**config.mk**
```make
export PLATFORM = sky130hd
export DESIGN_NAME = instr_sequencer_flat
export DESIGN_NICKNAME = d
export VERILOG_FILES = /design/src/rtl/constants_pkg.sv /design/src/rtl/instr_sequencer_if.sv /design/src/rtl/instr_sequencer.sv /design/src/flat_wrapper.sv
export SDC_FILE = /design/constraint.sdc
export NUM_CORES = 1
export LEC_CHECK = 0
export ABC_AREA = 1
export CAP_MARGIN = 20
export CORE_AREA = 2 2 76 78
export CTS_BUF_LIST = sky130_fd_sc_hd__clkbuf_4
export CTS_CLUSTER_SIZE = 12
export DETAILED_ROUTE_END_ITERATION = 10
export DIE_AREA = 0 0 78 80
export GPL_TIMING_DRIVEN = 0
export PLACE_DENSITY_LB_ADDON = 0.12
export SYNTH_ARGS = -nofsm -noshare
export SYNTH_HDL_FRONTEND = slang
export SYNTH_SLANG_ARGS = --single-unit
```
**constraint.sdc**
```tcl
create_clock -name clk -period 1.6 [get_ports clk]
set_clock_uncertainty 0.15 [all_clocks]
set_input_delay 0.48 -clock clk [delete_from_list [all_inputs] [get_ports clk]]
set_output_delay 0.48 -clock clk [all_outputs]
set_load 0.01 [all_outputs]
```
**src/rtl/constants_pkg.sv**
```systemverilog
// Shared datapath definitions: the ALU/register-file operation codes
// understood by the datapath that instr_sequencer drives.
package constants_pkg;

  typedef enum logic [1:0] {
    REG_READ  = 2'd0,
    REG_WRITE = 2'd1,
    ADD       = 2'd2,
    SUB       = 2'd3
  } ALUOp;

endpackage

```
**src/rtl/instr_sequencer_if.sv**
```systemverilog
// Instruction-memory fetch port: registered request/address from the
// sequencer, acknowledge with same-cycle instruction data from memory.
interface instr_sequencer_if #(
  parameter int DATA_BITS = 8
);
  logic                 req;
  logic [DATA_BITS-1:0] addr;
  logic                 ack;
  logic [15:0]          data;

  modport master (output req, output addr, input ack, input data);
  modport slave  (input req, input addr, output ack, output data);
endinterface

```
**src/rtl/instr_sequencer.sv**
```systemverilog
// Fetch/decode/issue control stage for the register-file/ALU datapath.
// Optional feature: define SEQ_JUMP_EN to enable the JMP (0x5) instruction.
module instr_sequencer
  import constants_pkg::*;
#(
  parameter int ADDR_BITS   = 3,
  parameter int DATA_BITS   = 8,
  parameter int EXEC_CYCLES = 2
) (
  input  logic                 clk,
  input  logic                 reset,
  input  logic                 run,
  instr_sequencer_if.master    imem,
  output ALUOp                 op,
  output logic [ADDR_BITS-1:0] addr_a,
  output logic [ADDR_BITS-1:0] addr_b,
  output logic [ADDR_BITS-1:0] addr_r,
  output logic [DATA_BITS-1:0] data_in,
  input  logic [DATA_BITS-1:0] rd_data,
  output logic [DATA_BITS-1:0] read_data,
  output logic                 read_valid,
  output logic [DATA_BITS-1:0] pc,
  output logic                 halted,
  output logic                 illegal
);

  typedef enum logic [2:0] {
    S_IDLE   = 3'd0,
    S_FETCH  = 3'd1,
    S_DECODE = 3'd2,
    S_EXEC   = 3'd3,
    S_HALTED = 3'd4
  } state_t;

  localparam logic [3:0] OPC_NOP   = 4'h0;
  localparam logic [3:0] OPC_LOADI = 4'h1;
  localparam logic [3:0] OPC_ADD   = 4'h2;
  localparam logic [3:0] OPC_SUB   = 4'h3;
  localparam logic [3:0] OPC_READ  = 4'h4;
  localparam logic [3:0] OPC_JMP   = 4'h5;
  localparam logic [3:0] OPC_HALT  = 4'hF;
  localparam logic [1:0] EXEC_LAST = 2'(EXEC_CYCLES - 1);

  state_t               state_q, state_d;
  logic [DATA_BITS-1:0] pc_q, pc_d;
  logic [15:0]          ir_q, ir_d;
  logic                 req_q, req_d;
  logic [1:0]           cnt_q, cnt_d;
  ALUOp                 op_q, op_d;
  logic [ADDR_BITS-1:0] addr_a_q, addr_a_d, addr_b_q, addr_b_d, addr_r_q, addr_r_d;
  logic [DATA_BITS-1:0] data_in_q, data_in_d;
  logic [DATA_BITS-1:0] read_data_q, read_data_d;
  logic                 read_valid_q, read_valid_d;
  logic                 halted_q, halted_d;
  logic                 illegal_q, illegal_d;
  logic                 boundary_s;

  logic [3:0]           opcode_s;
  logic [ADDR_BITS-1:0] rd_s, ra_s, rb_s;
  logic [DATA_BITS-1:0] imm_s;

  assign opcode_s = ir_q[15:12];
  assign rd_s     = ADDR_BITS'(ir_q[11:9]);
  assign ra_s     = ADDR_BITS'(ir_q[8:6]);
  assign rb_s     = ADDR_BITS'(ir_q[5:3]);
  assign imm_s    = DATA_BITS'(ir_q[7:0]);

  // Next-state, fetch handshake and datapath drive; idle drive is the default.
  always_comb begin
    state_d      = state_q;
    pc_d         = pc_q;
    ir_d         = ir_q;
    req_d        = 1'b0;
    cnt_d        = cnt_q;
    op_d         = REG_READ;
    addr_a_d     = '0;
    addr_b_d     = '0;
    addr_r_d     = '0;
    data_in_d    = '0;
    read_data_d  = read_data_q;
    read_valid_d = 1'b0;
    halted_d     = halted_q;
    illegal_d    = illegal_q;
    boundary_s   = 1'b0;

    case (state_q)
      S_IDLE: begin
        if (run) begin
          state_d = S_FETCH;
          req_d   = 1'b1;
        end else begin
          state_d = S_IDLE;
        end
      end
      S_FETCH: begin
        if (req_q && imem.ack) begin
          ir_d    = imem.data;
          state_d = S_DECODE;
        end else begin
          req_d = 1'b1;
        end
      end
      S_DECODE: begin
        pc_d  = pc_q + DATA_BITS'(1'b1);
        cnt_d = 2'd0;
        case (opcode_s)
          OPC_NOP: boundary_s = 1'b1;
          OPC_LOADI: begin
            state_d   = S_EXEC;
            op_d      = REG_WRITE;
            addr_a_d  = rd_s;
            data_in_d = imm_s;
          end
          OPC_ADD, OPC_SUB: begin
            state_d  = S_EXEC;
            op_d     = (opcode_s == OPC_ADD) ? ADD : SUB;
            addr_a_d = ra_s;
            addr_b_d = rb_s;
            addr_r_d = rd_s;
          end
          OPC_READ: begin
            state_d  = S_EXEC;
            op_d     = REG_READ;
            addr_a_d = ra_s;
          end
`ifdef SEQ_JUMP_EN
          OPC_JMP: begin
            pc_d       = imm_s;
            boundary_s = 1'b1;
          end
`endif
          OPC_HALT: begin
            state_d  = S_HALTED;
            halted_d = 1'b1;
          end
          default: begin
            illegal_d  = 1'b1;
            boundary_s = 1'b1;
          end
        endcase
      end
      S_EXEC: begin
        if (cnt_q == EXEC_LAST) begin
          // Only READ issues REG_READ inside EXEC, so op_q identifies it here.
          boundary_s = 1'b1;
          if (op_q == REG_READ) begin
            read_data_d  = rd_data;
            read_valid_d = 1'b1;
          end else begin
            read_valid_d = 1'b0;
          end
        end else begin
          cnt_d     = cnt_q + 2'd1;
          op_d      = op_q;
          addr_a_d  = addr_a_q;
          addr_b_d  = addr_b_q;
          addr_r_d  = addr_r_q;
          data_in_d = data_in_q;
        end
      end
      S_HALTED: state_d = S_HALTED;
      default:  state_d = S_IDLE;
    endcase

    // Instruction boundary: continue fetching or park in IDLE.
    state_d = boundary_s ? (run ? S_FETCH : S_IDLE) : state_d;
    req_d   = boundary_s ? run : req_d;
  end

  // State and output registers.
  always_ff @(posedge clk or negedge reset) begin
    if (!reset) begin
      state_q      <= S_IDLE;
      pc_q         <= '0;
      ir_q         <= 16'h0000;
      req_q        <= 1'b0;
      cnt_q        <= 2'd0;
      op_q         <= REG_READ;
      addr_a_q     <= '0;
      addr_b_q     <= '0;
      addr_r_q     <= '0;
      data_in_q    <= '0;
      read_data_q  <= '0;
      read_valid_q <= 1'b0;
      halted_q     <= 1'b0;
      illegal_q    <= 1'b0;
    end else begin
      state_q      <= state_d;
      pc_q         <= pc_d;
      ir_q         <= ir_d;
      req_q        <= req_d;
      cnt_q        <= cnt_d;
      op_q         <= op_d;
      addr_a_q     <= addr_a_d;
      addr_b_q     <= addr_b_d;
      addr_r_q     <= addr_r_d;
      data_in_q    <= data_in_d;
      read_data_q  <= read_data_d;
      read_valid_q <= read_valid_d;
      halted_q     <= halted_d;
      illegal_q    <= illegal_d;
    end
  end

  assign imem.req   = req_q;
  assign imem.addr  = pc_q;
  assign op         = op_q;
  assign addr_a     = addr_a_q;
  assign addr_b     = addr_b_q;
  assign addr_r     = addr_r_q;
  assign data_in    = data_in_q;
  assign read_data  = read_data_q;
  assign read_valid = read_valid_q;
  assign pc         = pc_q;
  assign halted     = halted_q;
  assign illegal    = illegal_q;

endmodule

```
**src/flat_wrapper.sv**
```systemverilog
// flat-port wrapper written by rule: the top's interface ports become plain ports
module instr_sequencer_flat import constants_pkg::*;
#(
  parameter int ADDR_BITS   = 3,
  parameter int DATA_BITS   = 8,
  parameter int EXEC_CYCLES = 2
)
  (clk, reset, run, op, addr_a, addr_b, addr_r, data_in, rd_data, read_data, read_valid, pc, halted, illegal, imem_req, imem_addr, imem_ack, imem_data);
  instr_sequencer_if #(.DATA_BITS(DATA_BITS)) imem_i ();
  input  logic clk;
  input  logic reset;
  input  logic run;
  output ALUOp op;
  output logic [ADDR_BITS-1:0] addr_a;
  output logic [ADDR_BITS-1:0] addr_b;
  output logic [ADDR_BITS-1:0] addr_r;
  output logic [DATA_BITS-1:0] data_in;
  input  logic [DATA_BITS-1:0] rd_data;
  output logic [DATA_BITS-1:0] read_data;
  output logic read_valid;
  output logic [DATA_BITS-1:0] pc;
  output logic halted;
  output logic illegal;
  output wire logic [$bits(imem_i.req)-1:0] imem_req;
  output wire logic [$bits(imem_i.addr)-1:0] imem_addr;
  input wire logic [$bits(imem_i.ack)-1:0] imem_ack;
  input wire logic [$bits(imem_i.data)-1:0] imem_data;
  assign imem_req = imem_i.req;
  assign imem_addr = imem_i.addr;
  assign imem_i.ack = imem_ack;
  assign imem_i.data = imem_data;
  instr_sequencer #(.ADDR_BITS(ADDR_BITS), .DATA_BITS(DATA_BITS), .EXEC_CYCLES(EXEC_CYCLES)) u_core (.clk(clk), .reset(reset), .run(run), .imem(imem_i), .op(op), .addr_a(addr_a), .addr_b(addr_b), .addr_r(addr_r), .data_in(data_in), .rd_data(rd_data), .read_data(read_data), .read_valid(read_valid), .pc(pc), .halted(halted), .illegal(illegal));
endmodule
```
Word level (Yosys, flattened, before mapping)
Cells that the tools add are included.
Widths: inputs -> output; s select.
{ "totals": {"reg_bits": 60, "out_inout_bits": 47} }
{ "op_classes": {"mux": 31, "eq_ne": 15, "addsub": 2, "n_reduce_logical": 16, "bitwise_logic": 1} }
{ "op_table": {"columns": ["cell", "n"], "rows": [
  ["$pmux 3 s2", 5],
  ["$mux 8", 2],
  ["$pmux 8 s2", 1],
  ["$mux 3", 5],
  ["$pmux 3 s5", 1],
  ["$pmux 2 s2", 3],
  ["$mux 1", 10],
  ["$add 8x1->8 const B", 1],
  ["$eq 4x2->1 const B", 2],
  ["$reduce_and 2->1", 4],
  ["$eq 3x2->1 const B", 2],
  ["$reduce_and 3->1", 2],
  ["$reduce_or 6->1", 1],
  ["$reduce_or 5->1", 1],
  ["$eq 4x1->1 const B", 1],
  ["$eq 4x3->1 const B", 1],
  ["$eq 4x4->1 const B", 1],
  ["$logic_not 4->1", 1],
  ["$mux 2", 2],
  ["$ne 2x1->1 const B", 2],
  ["$ne 4x2->1 const B", 1],
  ["$pmux 1 s2", 2],
  ["$reduce_or 4->1", 1],
  ["$eq 3x1->1 const B", 1],
  ["other kinds (12)", 12]
]} }

Longest topological paths before layout
{ "depth": {"ltp_word": 6, "mapped_depth": 8} }

Least setup slack after synthesis
No wires, ideal clock.
{ "synth_path": {"path_kind": "register to register", "from": "register u_core.state_q[0]", "to": "register u_core.pc_q[6], in the netlist u_core.imem.addr[6]", "stages_incl_launch_ff": 6, "slack_ns": 0.210, "n_path_buf": 0, "setup_time_ns": 0.126, "t_arrival_ns": 1.114, "path_cell_list": "dfrtp_1 nor2_2 nand2_2 nor2_1 nand4_1 xnor2_1"} }
{ "synth_between": {"elab_chain_len": 1} }
{ "synth_lines": {"columns": ["element", "line", "source"], "rows": [
  ["start, declared", "instr_sequencer.sv:44", "state_t state_q, state_d;"],
  ["start signal, assigned", "instr_sequencer.sv:188", "state_q <= state_d;"],
  ["$eq 3x2->1", "instr_sequencer.sv:86", "case (state_q)"],
  ["end signal, assigned", "instr_sequencer.sv:189", "pc_q <= pc_d;"],
  ["end, declared", "instr_sequencer.sv:45", "logic [DATA_BITS-1:0] pc_q, pc_d;"]
]} }
No other way between the ends.
A chain may end at the register's enable or synchronous reset.

Worst setup path after layout
{ "layout_path": {"from": "register u_core.pc_q[2], in the netlist u_core.imem.addr[2]", "to": "output pc[2]"} }
{ "layout_rtl": {"columns": ["element", "line", "source"], "rows": [
  ["end, declared", "flat_wrapper.sv:21", "output logic [DATA_BITS-1:0] pc;"]
]} }
No word-level cell between the ends.

==> flow_metrics.env <==
export IMPL_htree_levels=3
export IMPL_grt_max_degree=41
export IMPL_numCtsBuffers=9
export IMPL_grt_pass1_vias=1981
export IMPL_syn_nets=283
export IMPL_antenna_cells=0
export IMPL_dr_pass1_iters=4
export IMPL_port_buffers=74
export IMPL_insertion_delay_ns=0.40
export IMPL_post_dp_hpwl_um=3680
export IMPL_synth_mux_area_frac=0.0225
export IMPL_max_slew_margin=0.681
export IMPL_hp_class="register to register"
export IMPL_layout_common_cells="59 x nand2_1, 57 x dfrtp_1, 38 x buf_2, 32 x buf_4, 26 x clkdlybuf4s50_1"
export IMPL_drive_gt1_frac=0.353
export IMPL_worstPathArrival_ns=1.06
export IMPL_finalNonFillerCells=449
export IMPL_avgSynthCellArea_um2=9.88
export IMPL_cts_tree="done"
export IMPL_clock_fmax_ghz=0.592
export IMPL_grt_overflow=0
export IMPL_synth_xor_area_frac=0.0245
export IMPL_synth_simple_area_share=0.186
export IMPL_clk_path_buf_depth=2
export IMPL_violations="negative setup slack"
export IMPL_area_growth_pct=46.3
export IMPL_place_gp_congestion=0.766
export IMPL_start_util=0.462
export IMPL_fin_crit_sh=1.06
export IMPL_path_cells="buf_6, buf_6"
export IMPL_synthCells=253
export IMPL_ys_warnings_count=0
export IMPL_crit_path_start_kind="register"
export IMPL_dr_first_iter_drc_count=119
export IMPL_rsz0062_at_grt="true"
export IMPL_leakage_nw=1.91
export IMPL_hold_viol=0
export IMPL_max_stage_delay_ns=0.44
export IMPL_rows=27
export IMPL_wl_per_cell_um=12.8
export IMPL_synth_top_family_by_area="simple AND/OR/NAND/NOR gates"
export IMPL_setup_tns_ns=-0.583
export IMPL_nets=402
export IMPL_outcome="finished with violations"
export IMPL_worst_pin_slew_ns=0.479
export IMPL_ir_drop_v=0.000927
export IMPL_fin_crit_ns=1.69
export IMPL_fp_dieW_um=78
export IMPL_synth_seq_cells=60
export IMPL_drv_slew=0
export IMPL_final_common_cell="nand2_1"
export IMPL_worstSetupPathType="register to primary output"
export IMPL_critPathCaptureType="primary output"
export IMPL_yosysSeqAreaShare=0.601
export IMPL_p_per_area_mw_per_mm2=1550
export IMPL_setup_ws_ns=-0.0884
export IMPL_cp_required_ns=0.97
export IMPL_synth_compound_area_share=0.0796
export IMPL_synthDistinctLibCells=25
export IMPL_postRouteAntennaNets=0
export IMPL_drc=0
export IMPL_grt_pass1_wl_um=8940
export IMPL_maxCapViolations=0
export IMPL_dp_slack_ns=-0.498
export IMPL_coreArea_mm2=0.00541
export IMPL_finish_utilization=0.676
export IMPL_dp_cells=400
export IMPL_syn_cell_area_mm2=0.00250
export IMPL_synth_fa_ha_area_frac=0.0100
export IMPL_root_buffer="clkbuf_4"
export IMPL_cts_sinks=60
export IMPL_antenna_found_initial=0
export IMPL_via_per_inst=4.70
export IMPL_die_h_um=80
export IMPL_vias=2112
export IMPL_crit_path_top_delay_cell="dfrtp_2"
export IMPL_pin_count=75
export IMPL_wl_um=5730
export IMPL_path_max_fanout=4
export IMPL_clk_pin_slew_ns=0.10
export IMPL_crit_top_cell="buf_6"
export IMPL_setup_viol_count_final=10
export IMPL_fp_dieArea_mm2=0.00624
export IMPL_grt_use_total=0.186
Yosys cell counts:
| master | instances | area share |
|---|---|---|
| dfrtp_1 | 60 | 0.60 |
| nand2_1 | 59 | 0.089 |
| inv_1 | 24 | 0.036 |
| nor2_1 | 18 | 0.027 |
| nand3_1 | 16 | 0.032 |
| o21ai_0 | 16 | 0.032 |
| a21oi_1 | 11 | 0.022 |
| buf_4 | 8 | 0.024 |
| mux2_2 | 5 | 0.023 |
| inv_2 | 4 | 0.0060 |
| nor2_2 | 4 | 0.010 |
| xnor2_1 | 4 | 0.014 |
| a22o_1 | 3 | 0.011 |
| nand4_1 | 3 | 0.0075 |
| o211ai_1 | 3 | 0.0090 |
| xor2_1 | 3 | 0.011 |
| buf_2 | 2 | 0.0040 |
| ha_1 | 2 | 0.010 |
| nand4_2 | 2 | 0.010 |
| a21o_1 | 1 | 0.0030 |
| buf_6 | 1 | 0.0045 |
| clkinv_2 | 1 | 0.0020 |
| nand2_2 | 1 | 0.0025 |
| nor2_8 | 1 | 0.0080 |
| o31ai_1 | 1 | 0.0030 |
sequential cells by signal (all words and copies together), names as in the netlist:
signal and cells:
u_core.cnt_q 2, u_core.ir_q 16, u_core.op 2, u_core.imem.addr 8, u_core.illegal 1, u_core.halted 1, u_core.addr_a 3, u_core.read_valid 1
u_core.imem.req 1, u_core.addr_r 3, u_core.read_data 8, u_core.addr_b 3, u_core.data_in 8, u_core.state_q 3
stage by stage:
| stage | total power, mW | cell area, µm² | hold slack, ns |
|---|---|---|---|
| global route | 6.07 | 3650 | 0.353 |
| finish | 5.68 | 3650 | 0.336 |
| global placement | 4.31 | 3330 | 0.294 |
| CTS | 5.47 | 3500 | 0.335 |
| floorplan | 3.46 | 2500 | 0.0344 |
| detailed placement | 4.37 | 3340 | 0.305 |
kinds of logic after synthesis:
group / Yosys count
buffers and inverters: 40
AND/OR/NAND/NOR: 104
adder cells (fa/ha/maj): 2
XOR/XNOR: 7
AO/OA/AOI/OAI: 35
flip-flops: 60
multiplexers: 5
report_power, final:
group	switching (mW)	internal [mW]	leakage, nW
clock network	0.520	0.539	0.0771
logic	1.23	1.13	1.08
registers	0.287	1.98	0.751
total	2.04	3.65	1.91
path summary, 6_finish.rpt:
check | startpoint | endpoint | slack, ns | cells after the start
min in group asynchronous | reset | u_core.ir_q[2]$_DFFE_PN0P_ | 0.41 | 2
min reg2reg | u_core.read_data[2]$_DFFE_PN0P_ | u_core.read_data[2]$_DFFE_PN0P_ | 0.34 | 2
max in group asynchronous | reset | u_core.op[0]$_DFFE_PN0P_ | 0.30 | 3
min | u_core.read_data[2]$_DFFE_PN0P_ | u_core.read_data[2]$_DFFE_PN0P_ | 0.34 | 2
max reg2reg | u_core.state_q[2]$_DFFE_PN0P_ | u_core.state_q[0]$_DFFE_PN0P_ | 0.08 | 6
max | u_core.imem.addr[2]$_DFFE_PN0P_ | pc[2] | -0.09 | 2
repair_timing:
action	CTS	global route
pin swaps	0	1
gates cloned	0	1
endpoints found under the hold margin	20	0
setup buffers	19	12
hold buffers	1	0
resized for setup	208	16
endpoints found under the setup margin	73	71
worst max-delay path: cells and delay by family, from the launching register on:
family | cells | cell delay [ns]
buf+inv | 2 | 0.22
flops | 1 | 0.44
area by class of cell:
class / instances / area, µm²
plain buffers: 11 / 114
clock buffers: 13 / 97.6
clock inverters: 3 / 37.5
fillers: 449 / 1750
inverters: 29 / 113
multi-input cells: 154 / 866
flip-flops and latches: 60 / 1510
well taps: 72 / 90.1
repair buffers: 107 / 832
metal layers:
layer,up-vias,GRT usage,wire (µm)
met5,-,0,0
met1,980,0.233,2520
met2,69,0.302,2690
met3,14,0.0509,374
li1,1049,-,-
met4,0,0.0895,146
Note: power is estimated with default switching activity, not from simulation.
